--- src/rtl/hamming_link_ctrl.sv ---
// Frame sequencer for the serial extended-Hamming (16,11) link.
// Optional WAIT timeout is enabled with `define LINK_CTRL_TIMEOUT_EN.
module hamming_link_ctrl #(
    parameter int TIMEOUT = 64,
    parameter int CNT_W   = 8
) (
    input  logic             clk,
    input  logic             rst,
    input  logic             in_valid,
    output logic             in_ready,
    input  logic [10:0]      in_data,
    input  logic             in_err_en,
    input  logic [3:0]       in_addr1,
    input  logic [3:0]       in_addr2,
    output logic             enc_bit,
    output logic             enc_strobe,
    output logic             nz_enable,
    output logic [3:0]       nz_addr1,
    output logic [3:0]       nz_addr2,
    input  logic             dec_done,
    input  logic             dec_parity,
    input  logic [3:0]       dec_check,
    output logic             res_valid,
    output logic [1:0]       res_status,
    output logic [3:0]       res_syndrome,
    output logic             busy,
    output logic [CNT_W-1:0] cnt_single,
    output logic [CNT_W-1:0] cnt_double
);

    localparam logic [1:0] S_IDLE   = 2'd0;
    localparam logic [1:0] S_SEND   = 2'd1;
    localparam logic [1:0] S_WAIT   = 2'd2;
    localparam logic [1:0] S_REPORT = 2'd3;

    localparam logic [CNT_W-1:0] CNT_MAX = {CNT_W{1'b1}};

    logic [1:0]       r_state;
    logic [10:0]      r_frame;
    logic [3:0]       r_idx;
    logic [1:0]       r_status;
    logic [3:0]       r_syn;
    logic             r_nz_en;
    logic [3:0]       r_nz_a1;
    logic [3:0]       r_nz_a2;
    logic [CNT_W-1:0] r_cnt_s;
    logic [CNT_W-1:0] r_cnt_d;

    logic             w_bit;
    logic [1:0]       w_class;
    logic             w_expire;
    logic             w_last;

    assign w_last = (r_state == S_SEND) && (r_idx == 4'd15);

    // Check/parity positions 0,1,2,4,8 go out as zero.
    always_comb begin
        w_bit = 1'b0;
        case (r_idx)
            4'd3:    w_bit = r_frame[0];
            4'd5:    w_bit = r_frame[1];
            4'd6:    w_bit = r_frame[2];
            4'd7:    w_bit = r_frame[3];
            4'd9:    w_bit = r_frame[4];
            4'd10:   w_bit = r_frame[5];
            4'd11:   w_bit = r_frame[6];
            4'd12:   w_bit = r_frame[7];
            4'd13:   w_bit = r_frame[8];
            4'd14:   w_bit = r_frame[9];
            4'd15:   w_bit = r_frame[10];
            default: w_bit = 1'b0;
        endcase
    end

    always_comb begin
        w_class = 2'b00;
        if (dec_parity)
            w_class = 2'b01;
        else if (dec_check != 4'd0)
            w_class = 2'b10;
    end

`ifdef LINK_CTRL_TIMEOUT_EN
    localparam int TW = $clog2(TIMEOUT + 1);

    logic [TW-1:0] r_tmo;

    always_ff @(posedge clk) begin
        if (rst)
            r_tmo <= '0;
        else if (w_last)
            r_tmo <= TW'(TIMEOUT);
        else if (r_state == S_WAIT && r_tmo != '0)
            r_tmo <= r_tmo - TW'(1);
    end

    assign w_expire = (r_state == S_WAIT) && (r_tmo == '0);
`else
    assign w_expire = 1'b0;
`endif

    always_ff @(posedge clk) begin
        if (rst) begin
            r_state  <= S_IDLE;
            r_frame  <= '0;
            r_idx    <= '0;
            r_status <= '0;
            r_syn    <= '0;
            r_nz_en  <= 1'b0;
            r_nz_a1  <= '0;
            r_nz_a2  <= '0;
            r_cnt_s  <= '0;
            r_cnt_d  <= '0;
        end else begin
            case (r_state)
                S_IDLE: begin
                    if (in_valid) begin
                        r_frame <= in_data;
                        r_nz_en <= in_err_en;
                        r_nz_a1 <= in_addr1;
                        r_nz_a2 <= in_addr2;
                        r_idx   <= '0;
                        r_state <= S_SEND;
                    end
                end
                S_SEND: begin
                    r_idx <= r_idx + 4'd1;
                    if (r_idx == 4'd15)
                        r_state <= S_WAIT;
                end
                S_WAIT: begin
                    // A completion in the expiry cycle takes priority.
                    if (dec_done) begin
                        r_status <= w_class;
                        r_syn    <= dec_check;
                        r_state  <= S_REPORT;
                    end else if (w_expire) begin
                        r_status <= 2'b11;
                        r_syn    <= 4'd0;
                        r_state  <= S_REPORT;
                    end
                end
                S_REPORT: begin
                    if (r_status == 2'b01 && r_cnt_s != CNT_MAX)
                        r_cnt_s <= r_cnt_s + CNT_W'(1);
                    if (r_status == 2'b10 && r_cnt_d != CNT_MAX)
                        r_cnt_d <= r_cnt_d + CNT_W'(1);
                    r_state <= S_IDLE;
                end
                default: r_state <= S_IDLE;
            endcase
        end
    end

    assign in_ready     = (r_state == S_IDLE) && !rst;
    assign busy         = (r_state != S_IDLE);
    assign enc_strobe   = (r_state == S_SEND);
    assign enc_bit      = (r_state == S_SEND) && w_bit;
    assign nz_enable    = r_nz_en;
    assign nz_addr1     = r_nz_a1;
    assign nz_addr2     = r_nz_a2;
    assign res_valid    = (r_state == S_REPORT);
    assign res_status   = r_status;
    assign res_syndrome = r_syn;
    assign cnt_single   = r_cnt_s;
    assign cnt_double   = r_cnt_d;

endmodule

--- config.mk ---
export PLATFORM = sky130hd
export DESIGN_NAME = hamming_link_ctrl
export DESIGN_NICKNAME = d
export VERILOG_FILES = /design/src/rtl/hamming_link_ctrl.sv
export SDC_FILE = /design/constraint.sdc
export NUM_CORES = 1
export LEC_CHECK = 0
export CAP_MARGIN = 20
export CORE_MARGIN = 8
export CORE_UTILIZATION = 43
export DETAILED_ROUTE_END_ITERATION = 7
export PLACE_DENSITY = 0.88
export SLEW_MARGIN = 40
export SYNTH_ARGS = -nofsm -noshare
export SYNTH_HDL_FRONTEND = slang
export SYNTH_SLANG_ARGS = --single-unit
--- constraint.sdc ---
create_clock -name clk -period 1.7 [get_ports clk]
set_input_delay 0.17 -clock clk [delete_from_list [all_inputs] [get_ports clk]]
set_output_delay 0.17 -clock clk [all_outputs]
set_load 0.005 [all_outputs]
==> reports/summary.txt <==
Core region area: 0.005075 mm^2
Cell accounting for the most synthesized area: sky130_fd_sc_hd__dfxtp_1
Total power: 3.077 mW
Ant. Diodes: 0
GRT overflow: 0
Startpoint-to-endpoint class of the critical path: register to output port
Net count of the mapped netlist: 303
Shortest clock period the worst path allows after layout: 1.999 ns
Critical path required time: 1.53 ns
Power per Cell Area: 955.1 mW/mm^2
Critical path endpoint category: output port
RePlAce Congestion: 0.8816
Maximum buffer depth of the clock tree: 2
Clock tree from TritonCTS: done
Most instantiated cells after synthesis: sky130_fd_sc_hd__nand2_1, sky130_fd_sc_hd__dfxtp_1, sky130_fd_sc_hd__a21oi_1
Failing checks: negative setup slack
Highest clock frequency the design can meet: 0.5002 GHz
CTS clk-pin slew, worst paths: 0.08 ns
Final clock skew: 0.007305 ns
Post-synth top area share: 42.83%
Netlist Area Pre-Place: 0.002243 mm^2
Area added between synthesis and finish: 43.61%
Total number of nets in the final design: 378
Primary FF master, synth: sky130_fd_sc_hd__dfxtp_1
Clock root buffer: sky130_fd_sc_hd__clkbuf_8
Wire length of the first global-routing pass: 9459 um
Mean instance size in the synthesized netlist: 8.498 um^2
Max-slew violation total from the final report: 0
Most used standard cell by instance count after synthesis: sky130_fd_sc_hd__nand2_1
Placed Area: 0.003025 mm^2
Overall via count from detail_route: 2117
Filler cell count: 423
Clk Latency, worst-skew pair: 0.30 ns
Die W: 88.23 um
Count of maximum capacitance violations: 0
Top Ports: 65
Worst min path class: input port to register
Max_slew headroom: 73.67%
Crit path launch type: register
Count of buffers from port buffering: 64
Detailed router's first-iteration violation count: 87
Sum of routed wire length over all layers: 5796 um
End-of-flow core utilization: 63.49%
Antenna violations before repair: 0
Share of the clock period used by the worst path after layout: 117.6%
Deepest level of the CTS H-tree: 2
Post-synth cell types: 40
Maximum resistive drop on vdd: 801.4 uV
Die area: 0.007785 mm^2
Sequential element share of the synthesized area: 42.83%
Maximum number of pins on one net before global-route repair: 24
Yosys warnings: 0
Leakage dissipation: 1.231 nW
Per-cell routed wire length: 14.17 um
Total half-perimeter wirelength after legalization and detailed placement: 4284 um
Slowest cell on the critical path: sky130_fd_sc_hd__dfxtp_2
GRT Resource Usage Total: 15.15%
Final WS setup: -0.2994 ns
CP top delay family: compound AO/OA/AOI/OAI gates
Final routed DRC violation total: 0
Starting density of the core: 44.21%
Pre-CTS setup slack: -0.3679 ns
Unrepaired setup endpoints after global routing: true
Status: finished with violations
Share of final-layout standard cells stronger than drive strength 1: 15.93%
Crit Path Max Fanout: 3
Post-synthesis register bit count: 48
Num CTS Buffers: 5
Total non-filler cell area in the finished layout: 0.003222 mm^2
Antenna-violating nets left: 0
Post-synth ARST share: 0%
Slew at the pin closest to its max-slew limit: 0.3949 ns
Leading cell types by total area after synthesis: sky130_fd_sc_hd__dfxtp_1, sky130_fd_sc_hd__nand2_1, sky130_fd_sc_hd__a21oi_1
Vertical die dimension: 88.23 um
Data arrival time at the worst-slack endpoint: 1.83 ns
First drt pass iteration count: 4
Number of global-route vias before repair: 2070
Endpoints failing setup: 1
Buffers & Inverters on Critical Path: 2
Floorplan row count: 26
Vias per inst: 5.176
Final-report hold violation count: 0
Number of sinks on the clock net: 48
Post-synthesis cell count: 264
List of cells traversed by the critical path: inv_2, ha_2, a22o_1, a221o_1, a32oi_2, nor3b_2, buf_2
EDFF count, synth: 0
Largest stage delay on the critical path: 0.35 ns
==> placed cells by master (no fill, tap or decap), types with 3 or more instances in the layout <==
master                            synthesis  routed
sky130_fd_sc_hd__nand2_1                 55      55
sky130_fd_sc_hd__buf_4                    1      14
sky130_fd_sc_hd__o211ai_1                 6       6
sky130_fd_sc_hd__nand2b_1                 3       3
sky130_fd_sc_hd__xor2_1                  10      10
sky130_fd_sc_hd__clkbuf_8                 0       5
sky130_fd_sc_hd__o21a_1                   5       5
sky130_fd_sc_hd__and2_1                   3       3
sky130_fd_sc_hd__dfxtp_1                 48      44
sky130_fd_sc_hd__nand3_1                 10       9
sky130_fd_sc_hd__inv_2                    0       5
sky130_fd_sc_hd__and3_1                   4       4
sky130_fd_sc_hd__nor3_1                   5       5
sky130_fd_sc_hd__clkdlybuf4s50_1          0      59
sky130_fd_sc_hd__ha_1                    10       4
sky130_fd_sc_hd__mux2i_1                  5       5
sky130_fd_sc_hd__nor2_1                  18      18
sky130_fd_sc_hd__ha_4                     0       3
sky130_fd_sc_hd__a21oi_1                 29      29
sky130_fd_sc_hd__ha_2                     0       3
==> stage by stage <==
stage                     setup TNS (ns)  cells  hold WS, ns
after detailed placement         -0.3679    401       0.4471
after global routing             -0.3775    409       0.1937
after CTS                        -0.2619    409       0.1819
final                            -0.2994    409       0.1900
after floorplan                        0    264       0.3060
after global placement           -0.3500    401       0.4413
==> what timing repair did <==
action | CTS | global route
resized for setup | 25 | 12
hold buffers | 0 | 0
pin swaps | 6 | 5
setup buffers | 1 | 0
endpoints found under the setup margin | 4 | 4
==> final cells by class <==
cell class,count,area [um^2],share of cell area [%]
clock buffers,6,72.57,2.252
clock inverters,1,5.005,0.1553
inverters,7,26.28,0.8155
multi-input cells,197,1301,40.39
flip-flops and latches,48,970.9,30.14
well taps,70,87.58,2.718
repair buffers,80,758.2,23.53
==> routing by layer <==
layer | up-vias | track usage, % | share of wire (%)
li1 | 1072 | - | -
met5 | - | 0 | 0
met1 | 984 | 16.06 | 41
met4 | 0 | 5.223 | 0.97
met2 | 55 | 27.49 | 52
met3 | 6 | 4.735 | 6.6
==> sequential cells by signal, indices dropped and copies added (netlist names) <==
| name | count |
|---|---|
| cnt_double | 8 |
| cnt_single | 8 |
| nz_addr1 | 4 |
| nz_addr2 | 4 |
| nz_enable | 1 |
| r_frame | 11 |
| r_idx | 4 |
| r_state | 2 |
| res_status | 2 |
| res_syndrome | 4 |
==> power by group <==
group | total [mW] | internal, mW | switching, mW
clock network | 0.642 | 0.280 | 0.361
registers | 1.36 | 1.27 | 0.0965
logic | 1.07 | 0.530 | 0.541
total | 3.08 | 2.08 | 0.999
==> final timing paths <==
| kind | cells after the start | slack [ns] | from | to |
|---|---|---|---|---|
| setup / recovery | 7 | -0.30 | r_idx[0]$_SDFFE_PP0P_ | enc_bit |
| hold / removal | 2 | 0.19 | rst | cnt_double[1]$_SDFFE_PP0P_ |
| setup reg to reg | 8 | 0.13 | r_idx[1]$_SDFFE_PP0P_ | r_state[1]$_SDFFE_PP0P_ |
| hold reg to reg | 2 | 0.46 | nz_addr2[0]$_SDFFE_PP0P_ | nz_addr2[0]$_SDFFE_PP0P_ |
==> logic make-up (layout without fill, tap and decap cells) <==
family / Yosys count / count (layout) / share of synthesized area (%)
adder cells (fa/ha/maj): 10 / 10 / 5.577
buffers and inverters: 19 / 94 / 3.570
flip-flops: 48 / 48 / 42.83
AO/OA/AOI/OAI: 61 / 61 / 18.13
multiplexers: 5 / 5 / 2.231
XOR/XNOR: 10 / 10 / 3.904
AND/OR/NAND/NOR: 111 / 111 / 23.76
Note: power is estimated with default switching activity, not from simulation.
